File: config.mk
export PLATFORM = sky130hd
export DESIGN_NAME = axis_to_avs_bridge
export DESIGN_NICKNAME = d
export VERILOG_FILES = /design/src/rtl/axis_to_avs_bridge.sv
export SDC_FILE = /design/constraint.sdc
export NUM_CORES = 1
export LEC_CHECK = 0
export ABC_AREA = 1
export CAP_MARGIN = 20
export CELL_PAD_IN_SITES_DETAIL_PLACEMENT = 1
export CELL_PAD_IN_SITES_GLOBAL_PLACEMENT = 2
export CORE_ASPECT_RATIO = 1.25
export CORE_MARGIN = 3
export CORE_UTILIZATION = 25
export DETAILED_ROUTE_END_ITERATION = 6
export PLACE_DENSITY = 0.79
export SLEW_MARGIN = 40
export SYNTH_ARGS = -nofsm -noshare
export SYNTH_HDL_FRONTEND = slang
export SYNTH_SLANG_ARGS = --single-unit
File: constraint.sdc
create_clock -name aclk -period 1.6 [get_ports aclk]
set_input_delay 0.4 -clock aclk [delete_from_list [all_inputs] [get_ports aclk]]
set_output_delay 0.4 -clock aclk [all_outputs]
set_load 0.02 [all_outputs]
File: src/rtl/axis_to_avs_bridge.sv
// Purpose: AXI4-Stream sink to Avalon-ST source bridge (SOP/EOP framing, empty, channel, error).
// Latency: a beat accepted on edge t is presented on the Avalon-ST outputs from edge t+1.
// Backpressure: 2-entry skid buffer; axis_tready is registered and drops once both entries are full.
module axis_to_avs_bridge #(
    parameter  int N       = 4,
    parameter  int I       = 1,
    localparam int EMPTY_W = ($clog2(N) > 0) ? $clog2(N) : 1
) (
    input  logic                 aclk,
    input  logic                 areset,
    input  logic                 axis_tvalid,
    output logic                 axis_tready,
    input  logic [8*N-1:0]       axis_tdata,
    input  logic [N-1:0]         axis_tkeep,
    input  logic                 axis_tlast,
    input  logic [I-1:0]         axis_tid,
    output logic                 avs_valid,
    input  logic                 avs_ready,
    output logic [8*N-1:0]       avs_data,
    output logic                 avs_startofpacket,
    output logic                 avs_endofpacket,
    output logic [EMPTY_W-1:0]   avs_empty,
    output logic [I-1:0]         avs_channel,
    output logic                 avs_error,
    output logic [15:0]          pkt_count
);

    // One fully formatted Avalon-ST beat, as stored in the skid buffer.
    typedef struct packed {
        logic [8*N-1:0]     data;
        logic               sop;
        logic               eop;
        logic [EMPTY_W-1:0] empty;
        logic [I-1:0]       channel;
        logic               error;
    } beat_t;

    localparam logic [N-1:0] KEEP_ONE = {{(N-1){1'b0}}, 1'b1};

    // head_q drives the outputs directly; skid_q holds the second beat while stalled.
    beat_t          head_q;
    beat_t          skid_q;
    beat_t          beat_in;
    logic [1:0]     count_q;
    logic [1:0]     count_d;
    logic           tready_q;
    logic           valid_q;
    logic           in_pkt_q;
    logic [I-1:0]   sop_tid_q;
    logic [15:0]    pkt_count_q;

    logic           accept;
    logic           deliver;

    logic [8*N-1:0] data_rev;
    logic [31:0]    keep_cnt;
    logic [31:0]    empty_full;
    logic [N-1:0]   keep_plus;
    logic           keep_all;
    logic           keep_zero;
    logic           keep_contig;
    logic           tid_err;

    assign accept  = axis_tvalid & tready_q;
    assign deliver = valid_q & avs_ready;

    // Byte 0 of the AXIS word becomes the first (most significant) Avalon symbol.
    always_comb begin
        data_rev = '0;
        for (int k = 0; k < N; k++) begin
            data_rev[8*(N-1-k) +: 8] = axis_tdata[8*k +: 8];
        end
    end

    // Count kept bytes to derive the number of unused symbols on the last beat.
    always_comb begin
        keep_cnt = '0;
        for (int k = 0; k < N; k++) begin
            keep_cnt = keep_cnt + 32'(axis_tkeep[k]);
        end
    end

    assign empty_full  = 32'(N) - keep_cnt;
    assign keep_all    = &axis_tkeep;
    assign keep_zero   = ~|axis_tkeep;
    assign keep_plus   = axis_tkeep + KEEP_ONE;
    // A mask of the form 0..01..1 has no bit in common with itself plus one.
    assign keep_contig = ((axis_tkeep & keep_plus) == '0);
    // Channel is checked against the tid latched on the packet's first beat.
    assign tid_err     = in_pkt_q & (axis_tid != sop_tid_q);

    // Build the outgoing beat from the current AXIS inputs and framing state.
    always_comb begin
        beat_in         = '0;
        beat_in.data    = data_rev;
        beat_in.sop     = ~in_pkt_q;
        beat_in.eop     = axis_tlast;
        beat_in.channel = axis_tid;
        if (axis_tlast && (N > 1)) begin
            beat_in.empty = empty_full[EMPTY_W-1:0];
        end
        beat_in.error   = keep_zero | ~keep_contig | (~axis_tlast & ~keep_all) | tid_err;
    end

    // Occupancy follows accept/deliver; simultaneous accept and deliver leaves it unchanged.
    always_comb begin
        count_d = count_q;
        case ({accept, deliver})
            2'b10:   count_d = count_q + 2'd1;
            2'b01:   count_d = count_q - 2'd1;
            default: count_d = count_q;
        endcase
    end

    // Skid buffer storage, occupancy and the registered handshake outputs.
    always_ff @(posedge aclk) begin
        if (areset) begin
            head_q   <= '0;
            skid_q   <= '0;
            count_q  <= 2'd0;
            tready_q <= 1'b0;
            valid_q  <= 1'b0;
        end else begin
            case (count_q)
                2'd0: begin
                    if (accept) head_q <= beat_in;
                end
                2'd1: begin
                    if (accept && deliver) begin
                        head_q <= beat_in;
                    end else if (accept) begin
                        skid_q <= beat_in;
                    end
                end
                2'd2: begin
                    if (deliver) head_q <= skid_q;
                end
                default: ;
            endcase
            count_q  <= count_d;
            tready_q <= (count_d != 2'd2);
            valid_q  <= (count_d != 2'd0);
        end
    end

    // Packet framing state: in_pkt and the tid of the current packet's first beat.
    always_ff @(posedge aclk) begin
        if (areset) begin
            in_pkt_q  <= 1'b0;
            sop_tid_q <= '0;
        end else if (accept) begin
            if (!in_pkt_q) sop_tid_q <= axis_tid;
            in_pkt_q <= ~axis_tlast;
        end
    end

    // Count packets as their last beat leaves downstream; wraps naturally.
    always_ff @(posedge aclk) begin
        if (areset) begin
            pkt_count_q <= 16'd0;
        end else if (deliver && head_q.eop) begin
            pkt_count_q <= pkt_count_q + 16'd1;
        end
    end

    assign axis_tready       = tready_q;
    assign avs_valid         = valid_q;
    assign avs_data          = head_q.data;
    assign avs_startofpacket = head_q.sop;
    assign avs_endofpacket   = head_q.eop;
    assign avs_empty         = head_q.empty;
    assign avs_channel       = head_q.channel;
    assign avs_error         = head_q.error;
    assign pkt_count         = pkt_count_q;

endmodule
==> summary.md <==
| Metric | Value |
|---|---|
| Setup Slack @ Placement | `-0.638 ns` |
| Clk sinks | `98` |
| TritonRoute pass-1 iters | `4` |
| Core Util, Final | `36.8%` |
| Top_reg_cell synth | `dfxtp_1` |
| CP startpoint | `count_q[0]$_SDFF_PP0_` |
| Drt via density | `4.51` |
| FFs w/ async S/R, synth | `0%` |
| Critical path class | `reg -> reg` |
| Die height | `155 um` |
| Number of synthesized register bits | `98` |
| Final setup viols | `0` |
| Reg-to-Reg End | `avs_data[11]$_SDFFE_PP0P_` |
| Buffers on Ports | `97` |
| Worst endpoint required time | `1.84 ns` |
| Final hold violations | `0` |
| Fin worst setup slack | `0.0771 ns` |
| Worst R2R Path Depth | `10` |
| Area contributors post-synth | `dfxtp_1, nor2_1, nand2_1` |
| Total global routing overflow | `0` |
| Dpl hpwl | `10.1 mm` |
| Area leader, netlist | `dfxtp_1` |
| Post-synthesis mux area share | `0%` |
| Commonest cells in the netlist | `nor2_1, nand2_1, dfxtp_1` |
| Final-report max-slew violation count | `0` |
| Synth Area in XOR/XNOR | `0%` |
| Post-Layout Inst Area | `6300 sq um` |
| Status | `finished, final reports clean` |
| Core Rows | `53` |
| Die area | `19400 sq um` |
| Hold path start | `in_pkt_q$_SDFFE_PP0P_` |
| Final period util | `95.2%` |
| RSZ-0062 raised after global routing | `true` |
| Vias in the first global route | `4633` |
| CP max stage cell | `dfxtp_4` |
| Fin nets | `806` |
| Post-Synth Simple-Gate Area | `29.4%` |
| Core ar. | `17100 sq um` |
| Diode count | `0` |
| Top Ports | `98` |
| Worst Path Arrival | `1.76 ns` |
| Post-Synthesis Cells | `634` |
| Post-synth EDFFs | `0` |
| Netlist Area Pre-Place | `4450 sq um` |
| PD cells | `1530 nW/um^2` |
| Adder-cell share of the synthesized area | `3.54%` |
| Gpl congestion | `0.842` |
| Placed cells | `955` |
| Final cell count without fillers | `977` |
| DRC | `0` |
| Critical path depth | `10` |
| Peak Freq | `657 MHz` |
| Num CTS Buffers | `9` |
| Clk root buf | `clkbuf_16` |
| Clk_skew | `0.0129 ns` |
| Post-Syn Nets | `688` |
| Setup TNS | `0 ns` |
| Initial detailed-routing violation count | `208` |
| Worst hold slack | `0.468 ns` |
| Max_cap viols | `0` |
| Critical Path, Cell by Cell | `inv_4, ha_4, inv_6, nor2_2, nor2_2, nand2_4, buf_4, buf_4, o21ai_0, nor2_1` |
| Avg Inst Size Synth | `7.02 sq um` |
| DIE WIDTH | `125 um` |
| Crit path to | `avs_data[11]$_SDFFE_PP0P_` |
| Startpoint types | `flop` |
| Ys Warns | `0` |
| Area post-placement | `5820 sq um` |
| Post-synthesis compound-gate area fraction | `14.5%` |
| Most common cell in the netlist | `nor2_1` |
| Synth-to-layout area growth | `41.6%` |
| Global-route wire length before repair | `23.0 mm` |
| Post-CTS Hold Buffers | `0` |
| Slew margin rel. | `79.1%` |
| Worst r2r src | `count_q[0]$_SDFF_PP0_` |
| Layout cells sized above 1 | `15.7%` |
| Slew @ Worst Pin | `0.314 ns` |
| Clk Latency, worst-skew pair | `0.35 ns` |
| Largest net degree at the start of global routing | `37` |
| Largest vdd supply drop | `714 uV` |
| Minimum clock period | `1.52 ns` |
| Routed vias | `4408` |
| Main combinational cell family by area after synthesis | `simple AND/OR/NAND/NOR gates` |
| Seq/Total Area, Yosys | `44.1%` |
| Crit. End Element | `flop` |
| CTS tree | `yes` |
| Power Total | `9.63 mW` |
| Synth top area share | `44.1%` |
| Routed len/inst | `14.1 um` |
| Synth cell types | `31` |
| Max H-tree Level | `3` |
| Starting Density | `26.0%` |
| Worst Hold Class | `reg -> reg` |
| Post-Route WL | `13.8 mm` |
| Initial antenna violation count | `0` |
| Critical path peak fanout | `5` |
| Largest stage delay, worst path | `0.37 ns` |
| Reg2Reg Setup Slack | `0.08 ns` |
| Worst-path clk slew | `0.07 ns` |
| GRT Resource Usage Total | `14.4%` |
| Leak | `2.77 nW` |
| Worst path bufs/invs | `4` |
| Max clock buf depth | `2` |
| DRT antenna net count | `0` |
| CP top delay family | `buffers and inverters` |
[worst register-to-register path, stage by stage (launching register included)]
cell and delay [ns]:
dfxtp_4 0.37, inv_4 0.05, ha_4 0.17, inv_6 0.06, nor2_2 0.03, nor2_2 0.11
nand2_4 0.13, buf_4 0.16, buf_4 0.13, o21ai_0 0.14, nor2_1 0.05
[per-layer routing]
layer	global-route usage (%)	part of all wire, %
met1	17.0	44
met5	0	0
met2	25.9	50
met4	4.55	1.5
met3	3.40	4.3
[registers in the layout (all words and copies together) (netlist names)]
name and count:
skid_q 38, avs_data 32, pkt_count 16, avs_empty 2, count_q 2, avs_channel 1, avs_endofpacket 1, avs_error 1
avs_startofpacket 1, avs_valid 1, axis_tready 1, in_pkt_q 1, sop_tid_q 1
[worst min-delay path by stage]
stage	end	slack (ns)	cells past startpoint
floorplan	skid_q[5]$_SDFFE_PP0P_	0.42	1
global placement	skid_q[5]$_SDFFE_PP0P_	0.45	1
detailed placement	skid_q[5]$_SDFFE_PP0P_	0.47	1
CTS	skid_q[5]$_SDFFE_PP0P_	0.48	1
global route	avs_data[31]$_SDFFE_PP0P_	0.50	2
finish	skid_q[5]$_SDFFE_PP0P_	0.47	1
[kinds of logic (layout without fill, tap and decap cells)]
| group | count (synthesis) | in the layout |
|---|---|---|
| compound gates | 127 | 127 |
| buf+inv | 73 | 196 |
| simple gates | 324 | 324 |
| flops | 98 | 98 |
| fa+ha+maj | 12 | 12 |
[placed cells by master (no fill, tap or decap), types with 2 or more instances in the layout]
cell and count:
nand2_1 138, nand3_1 9, ha_4 4, o21ai_4 2, nor3_1 4, nor3_2 2
buf_6 2, inv_1 29, dfxtp_2 2, bufinv_16 3, ha_2 3, dlygate4sd2_1 58
nand2_2 4, clkbuf_8 2, o21ai_2 5, clkbuf_16 9, o21ai_0 74, o21ai_1 16
nand4_1 3, buf_12 6, a21oi_2 2, a21oi_1 25, nor2_2 17, clkbuf_2 3
nor2_4 3, inv_2 7, buf_4 34, nor2_1 143, dfxtp_1 94, ha_1 4
clkdlybuf4s50_1 36, inv_4 3, dfxtp_4 2
[final cells by class]
type | count | area, sq um
multi-input combinational | 463 | 2240
inverter | 41 | 174
clock buffer | 12 | 256
timing repair buffer | 139 | 1280
clock inverter | 4 | 97.6
tap | 220 | 275
fill | 2122 | 10800
sequential | 98 | 1970
[where the power goes]
group | total, mW | internal (mW) | switching (mW) | leakage [nW]
sequential | 3.13 | 2.88 | 0.251 | 0.801
clock | 2.55 | 1.61 | 0.940 | 0.169
combinational | 3.95 | 1.52 | 2.43 | 1.80
total | 9.63 | 6.02 | 3.62 | 2.77
[what timing repair did]
item                                    4_1_cts  5_1_grt
setup buffers                                 5        1
gates cloned                                  1        0
endpoints found under the setup margin      131       82
gates resized for setup                      80       51
pin swaps                                     6        6
(Power assumes the default switching activity.)
